==> config.mk <==
export PLATFORM = sky130hd
export DESIGN_NAME = cycle_report_tx
export DESIGN_NICKNAME = d
export VERILOG_FILES = /design/src/rtl/cycle_report_tx.sv
export SDC_FILE = /design/constraint.sdc
export NUM_CORES = 1
export LEC_CHECK = 0
export CAP_MARGIN = 20
export CORE_MARGIN = 1.5
export CORE_UTILIZATION = 40
export CTS_BUF_LIST = sky130_fd_sc_hd__clkbuf_2 sky130_fd_sc_hd__clkbuf_4 sky130_fd_sc_hd__clkbuf_8
export CTS_CLUSTER_DIAMETER = 100
export DETAILED_ROUTE_END_ITERATION = 8
export PLACE_DENSITY = 0.68
export SLEW_MARGIN = 10
export SYNTH_ARGS = -nofsm -noshare
export SYNTH_HDL_FRONTEND = slang
export SYNTH_SLANG_ARGS = --single-unit
==> constraint.sdc <==
create_clock -name i_clock -period 2.12 [get_ports i_clock]
set_input_delay 0.424 -clock i_clock [delete_from_list [all_inputs] [get_ports i_clock]]
set_output_delay 0.424 -clock i_clock [all_outputs]
set_load 0.1 [all_outputs]
==> src/rtl/cycle_report_tx.sv <==
// Sends a 4-byte cycle report (count hi/lo, accumulator hi/lo) on each rising edge of halt; first start 1 cycle after the edge.
// Backpressure: each byte waits indefinitely for i_tx_done before the next start.
module cycle_report_tx #(
    parameter int CONTADOR_LENGTH = 11,
    parameter int ACC_LENGTH      = 16,
    parameter int DATA_BITS       = 8
) (
    input  logic                       i_clock,
    input  logic                       i_reset,
    input  logic                       i_halt,
    input  logic [CONTADOR_LENGTH-1:0] i_cuenta,
    input  logic [ACC_LENGTH-1:0]      i_acumulador,
    input  logic                       i_tx_done,
    output logic                       o_tx_start,
    output logic [DATA_BITS-1:0]       o_data,
    output logic                       o_busy,
    output logic                       o_done
);

    typedef enum logic [1:0] {IDLE, SEND, WAIT, DONE} state_t;

    state_t                 state_q, state_d;
    logic                   h_prev_q, h_prev_d;
    logic [15:0]            cnt_q, cnt_d;
    logic [15:0]            acc_q, acc_d;
    logic [1:0]             idx_q, idx_d;
    logic                   tx_start_q, tx_start_d;
    logic [DATA_BITS-1:0]   data_q, data_d;
    logic                   busy_q, busy_d;
    logic                   done_q, done_d;
    logic                   halt_rise;

    function automatic logic [7:0] pick_byte(input logic [1:0] idx,
                                             input logic [15:0] cnt,
                                             input logic [15:0] acc);
        logic [7:0] b;
        case (idx)
            2'd0:    b = cnt[15:8];
            2'd1:    b = cnt[7:0];
            2'd2:    b = acc[15:8];
            default: b = acc[7:0];
        endcase
        return b;
    endfunction

    assign halt_rise = i_halt & ~h_prev_q;

    always_comb begin
        state_d    = state_q;
        h_prev_d   = i_halt;
        cnt_d      = cnt_q;
        acc_d      = acc_q;
        idx_d      = idx_q;
        tx_start_d = 1'b0;
        data_d     = data_q;
        busy_d     = busy_q;
        done_d     = done_q;
        case (state_q)
            IDLE: begin
                busy_d = 1'b0;
                done_d = 1'b0;
                if (halt_rise) begin
                    cnt_d      = 16'(i_cuenta);
                    acc_d      = 16'(i_acumulador);
                    idx_d      = 2'd0;
                    data_d     = DATA_BITS'(pick_byte(2'd0, 16'(i_cuenta), 16'(i_acumulador)));
                    tx_start_d = 1'b1;
                    busy_d     = 1'b1;
                    state_d    = SEND;
                end
            end
            // Any i_tx_done here belongs to the previous byte and is dropped.
            SEND: state_d = WAIT;
            WAIT: begin
                if (i_tx_done) begin
                    if (idx_q != 2'd3) begin
                        idx_d      = idx_q + 2'd1;
                        data_d     = DATA_BITS'(pick_byte(idx_q + 2'd1, cnt_q, acc_q));
                        tx_start_d = 1'b1;
                        state_d    = SEND;
                    end else begin
                        busy_d  = 1'b0;
                        done_d  = 1'b1;
                        state_d = DONE;
                    end
                end
            end
            DONE: begin
                if (!i_halt) begin
                    done_d  = 1'b0;
                    state_d = IDLE;
                end
            end
            default: state_d = IDLE;
        endcase
    end

    // h_prev resets high so a halt already asserted at reset release is not an edge.
    always_ff @(posedge i_clock) begin
        if (i_reset) begin
            state_q    <= IDLE;
            h_prev_q   <= 1'b1;
            cnt_q      <= '0;
            acc_q      <= '0;
            idx_q      <= '0;
            tx_start_q <= 1'b0;
            data_q     <= '0;
            busy_q     <= 1'b0;
            done_q     <= 1'b0;
        end else begin
            state_q    <= state_d;
            h_prev_q   <= h_prev_d;
            cnt_q      <= cnt_d;
            acc_q      <= acc_d;
            idx_q      <= idx_d;
            tx_start_q <= tx_start_d;
            data_q     <= data_d;
            busy_q     <= busy_d;
            done_q     <= done_d;
        end
    end

    assign o_tx_start = tx_start_q;
    assign o_data     = data_q;
    assign o_busy     = busy_q;
    assign o_done     = done_q;

endmodule

==> results.cfg <==
[run_status]
outcome = finished clean

[drt]
route.detailed.wl_per_inst_um = 13.0
drt_pre_antenna_iters = 4
final_antenna_net_count = 0
vias_per_cell = 5.17
drt_drc_violations_left = 0
routed_wirelength_mm = 4.07
drtIter0Drc = 92
num_vias = 1623

[yosys]
synth.yosys.warnings = 0
syn-num-nets = 260
proportion_of_netlist_area_held_by_the_largest_area_contributor_pct = 46.5
simple_gate_fraction_of_synth_area_pct = 23.5
synth_edf_count = 0
post_synth_adder_cell_area_pct = 3.38
synth_seq_cells = 43
synth-seq-area-share_pct = 46.5
post_synth_instance_area_um2 = 1850
post-synth-top-area-cell = dfxtp_1
synth.top_cells.by_area = dfxtp_1, nand2_1, a21oi_1
synth_compound_gate_area_share_pct = 19.7
syn_inst = 224
synth_xor_xnor_area_share_pct = 0
avgSynthCellArea_um2 = 8.27
share_of_synthesized_registers_carrying_an_async_set_or_reset_pct = 0
distinct_cells_synth = 31
yosys-mux-area-fraction_pct = 0.608
ys_dominant_reg_cell = dfxtp_1
synth_top_family_by_area = simple AND/OR/NAND/NOR gates

[sta]
timing.max_slew.rel_slack_pct = 64.2
setup_viol = 0
hold_viol = 0
max_slew.worst_pin.slew_ps = 538
timing_max_transition_violations_final = 0
timing.fmax_mhz = 572
rsz0062_at_grt = no
finalWorstPathRequiredPeriod_ps = 1750
final_min_period_over_clock_period_pct = 82.5
fin_worst_skew_ps = 5.01
final.setup.tns_ps = 0

[global_routing]
use_met1_pct = 21.2
wire_length_of_the_first_global_routing_pass_mm = 6.67
grt_pass1_vias = 1478
gr-usage-all-layers_pct = 17.0
grt_antenna_before_repair = 0
grt-ovfl-total = 0
top_usage_layer = met2
use_met2_pct = 27.1
grt_max_degree = 38
global_route.usage.met3_pct = 5.84

[clock_network]
cts.clk_slew.worst_paths_ps = 80
inserted_clock_buffers = 5
hold_buffers = 0
clkSinkCount = 43
postCtsSetupBuffers = 0
post_cts_sizing_count = 0
cts_tree = done
clkLatencyLatePin_ps = 300
clock_tree_root_buffer_cell = clkbuf_8
maximum_clock_path_buffer_count = 2
number_of_levels_in_the_clock_h_tree = 2

[final_layout]
post_route_cells_drive_above_1_share_pct = 11.5
nFillCells = 435
final_nets = 297
final_core_util_pct = 53.7
sequential_cell_area_um2 = 861
finalInstanceArea_um2 = 2370
fin_cells = 314
multi_input_area_um2 = 873
synthToLayoutAreaGrowth_pct = 28.0
antenna_cells = 0

[run]
cap_viol_max_count = 0

[worst_hold_path]
kind_of_path_behind_the_tightest_hold_check = register to register

[worst_setup_path]
worst_ep_arrival_time_ps = 1960
worst_path_max_delay_cell = ha_1
cpPeakStageDelay_ps = 510
category_of_cells_accounting_for_the_largest_share_of_critical_path_delay = compound AO/OA/AOI/OAI gates
critPathCaptureType = register
path_buf_inv = 1
worst-endpoint-required_ps = 2330
critical_path.cell_chain = inv_1 -> ha_1 -> a21oi_1 -> a221o_1 -> a311oi_1
category_of_the_critical_setup_timing_path = register to register
start_kind = register
critical_path_fanout_max = 16

[floorplanning]
rows = 24
ios = 42
die_width_um = 71.0
starting_utilization_of_the_core_area_pct = 42.0
coreArea_um2 = 4410
die_y_um = 71.0
dieArea_um2 = 5050

[power_and_ir_drop]
ir_drop_uv = 346
powerDensity_nw_per_um2 = 665
leakagePower_nw = 0.844

[place]
dpl.hpwl_mm = 2.82
io_buffer_count = 41
place_inst = 306
dpl-instance-area_um2 = 2280
routabilityCongestion = 0.746
-- state kept, by name, indices dropped and copies added, names as in the netlist --
register	count
cnt_q	11
o_busy	1
o_done	1
o_tx_start	1
acc_q	16
o_data	8
state_q	2
idx_q	2
h_prev_q	1
-- power by group --
| part | internal [mW] | switching [mW] | total, mW |
|---|---|---|---|
| Clock | 0.257 | 0.267 | 0.524 |
| Sequential | 0.833 | 0.0177 | 0.851 |
| Combinational | 0.0964 | 0.106 | 0.202 |
-- path summary, 6_finish.rpt --
kind | slack [ps] | to | cells past startpoint | startpoint
worst max-delay path | 370 | o_data[2] | 5 | idx_q[0]
worst min-delay path | 450 | acc_q[3] | 2 | acc_q[3]
worst max register to register | 370 | o_data[2] | 5 | idx_q[0]
worst min register to register | 450 | acc_q[3] | 2 | acc_q[3]
-- worst reg2reg max path: stages, from the launching register on --
cell and delay (ps):
dfxtp_1 360, inv_1 120, ha_1 510, a21oi_1 90
a221o_1 350, a311oi_1 240
-- cells in the final DEF (no fill, tap or decap), types with 4 or more instances in the layout --
cell and instances:
clkdlybuf4s50_1 30, nor2_1 4, nand3_1 12, nand2b_1 5, inv_1 6, nand2_1 60
a21oi_1 39, a221o_1 8, buf_4 16, clkbuf_8 5, dfxtp_1 43, ha_1 5
-- cells by family after synthesis --
| logic type | Yosys count |
|---|---|
| AOI/OAI and AO/OA | 58 |
| adders and majority gates | 5 |
| buffers and inverters | 24 |
| DFF | 43 |
| muxes | 1 |
| and+or+nand+nor | 93 |
-- metal layers --
layer	vias up	share of wire [%]
met5	-	0
met4	0	1.8
met3	6	4.8
met2	38	48
met1	742	46
li1	837	-
-- stage by stage --
| stage | setup WS (ps) | power (mW) | hold slack (ps) |
|---|---|---|---|
| 2_1_floorplan | 627 | 0.983 | 431 |
| 3_3_place_gp | 173 | 1.07 | 441 |
| 3_5_place_dp | 158 | 1.07 | 446 |
| 4_1_cts | 350 | 1.59 | 457 |
| 5_1_grt | 177 | 1.64 | 476 |
| 6_report | 370 | 1.58 | 452 |
-- cell type report --
cell class	count	share of cell area, %
Tap cell	52	2.74
Inverter	6	0.950
Clock inverter	1	0.211
Clock buffer	7	3.54
Timing Repair Buffer	48	19.4
Sequential cell	43	36.3
Multi-Input combinational cell	157	36.8
-- synthesized netlist by cell type (2+ instances only) --
library cell and number:
a221o_1 8, or2b_1 2, nor3_1 3, dfxtp_1 43
a21oi_1 39, clkbuf_1 7, a22oi_1 3, nor2_1 4
a311oi_1 3, ha_1 5, inv_1 6, nand3_1 12
nand2_1 60, nand2b_1 5, buf_2 7, buf_6 2
Note: power is estimated with default switching activity, not from simulation.
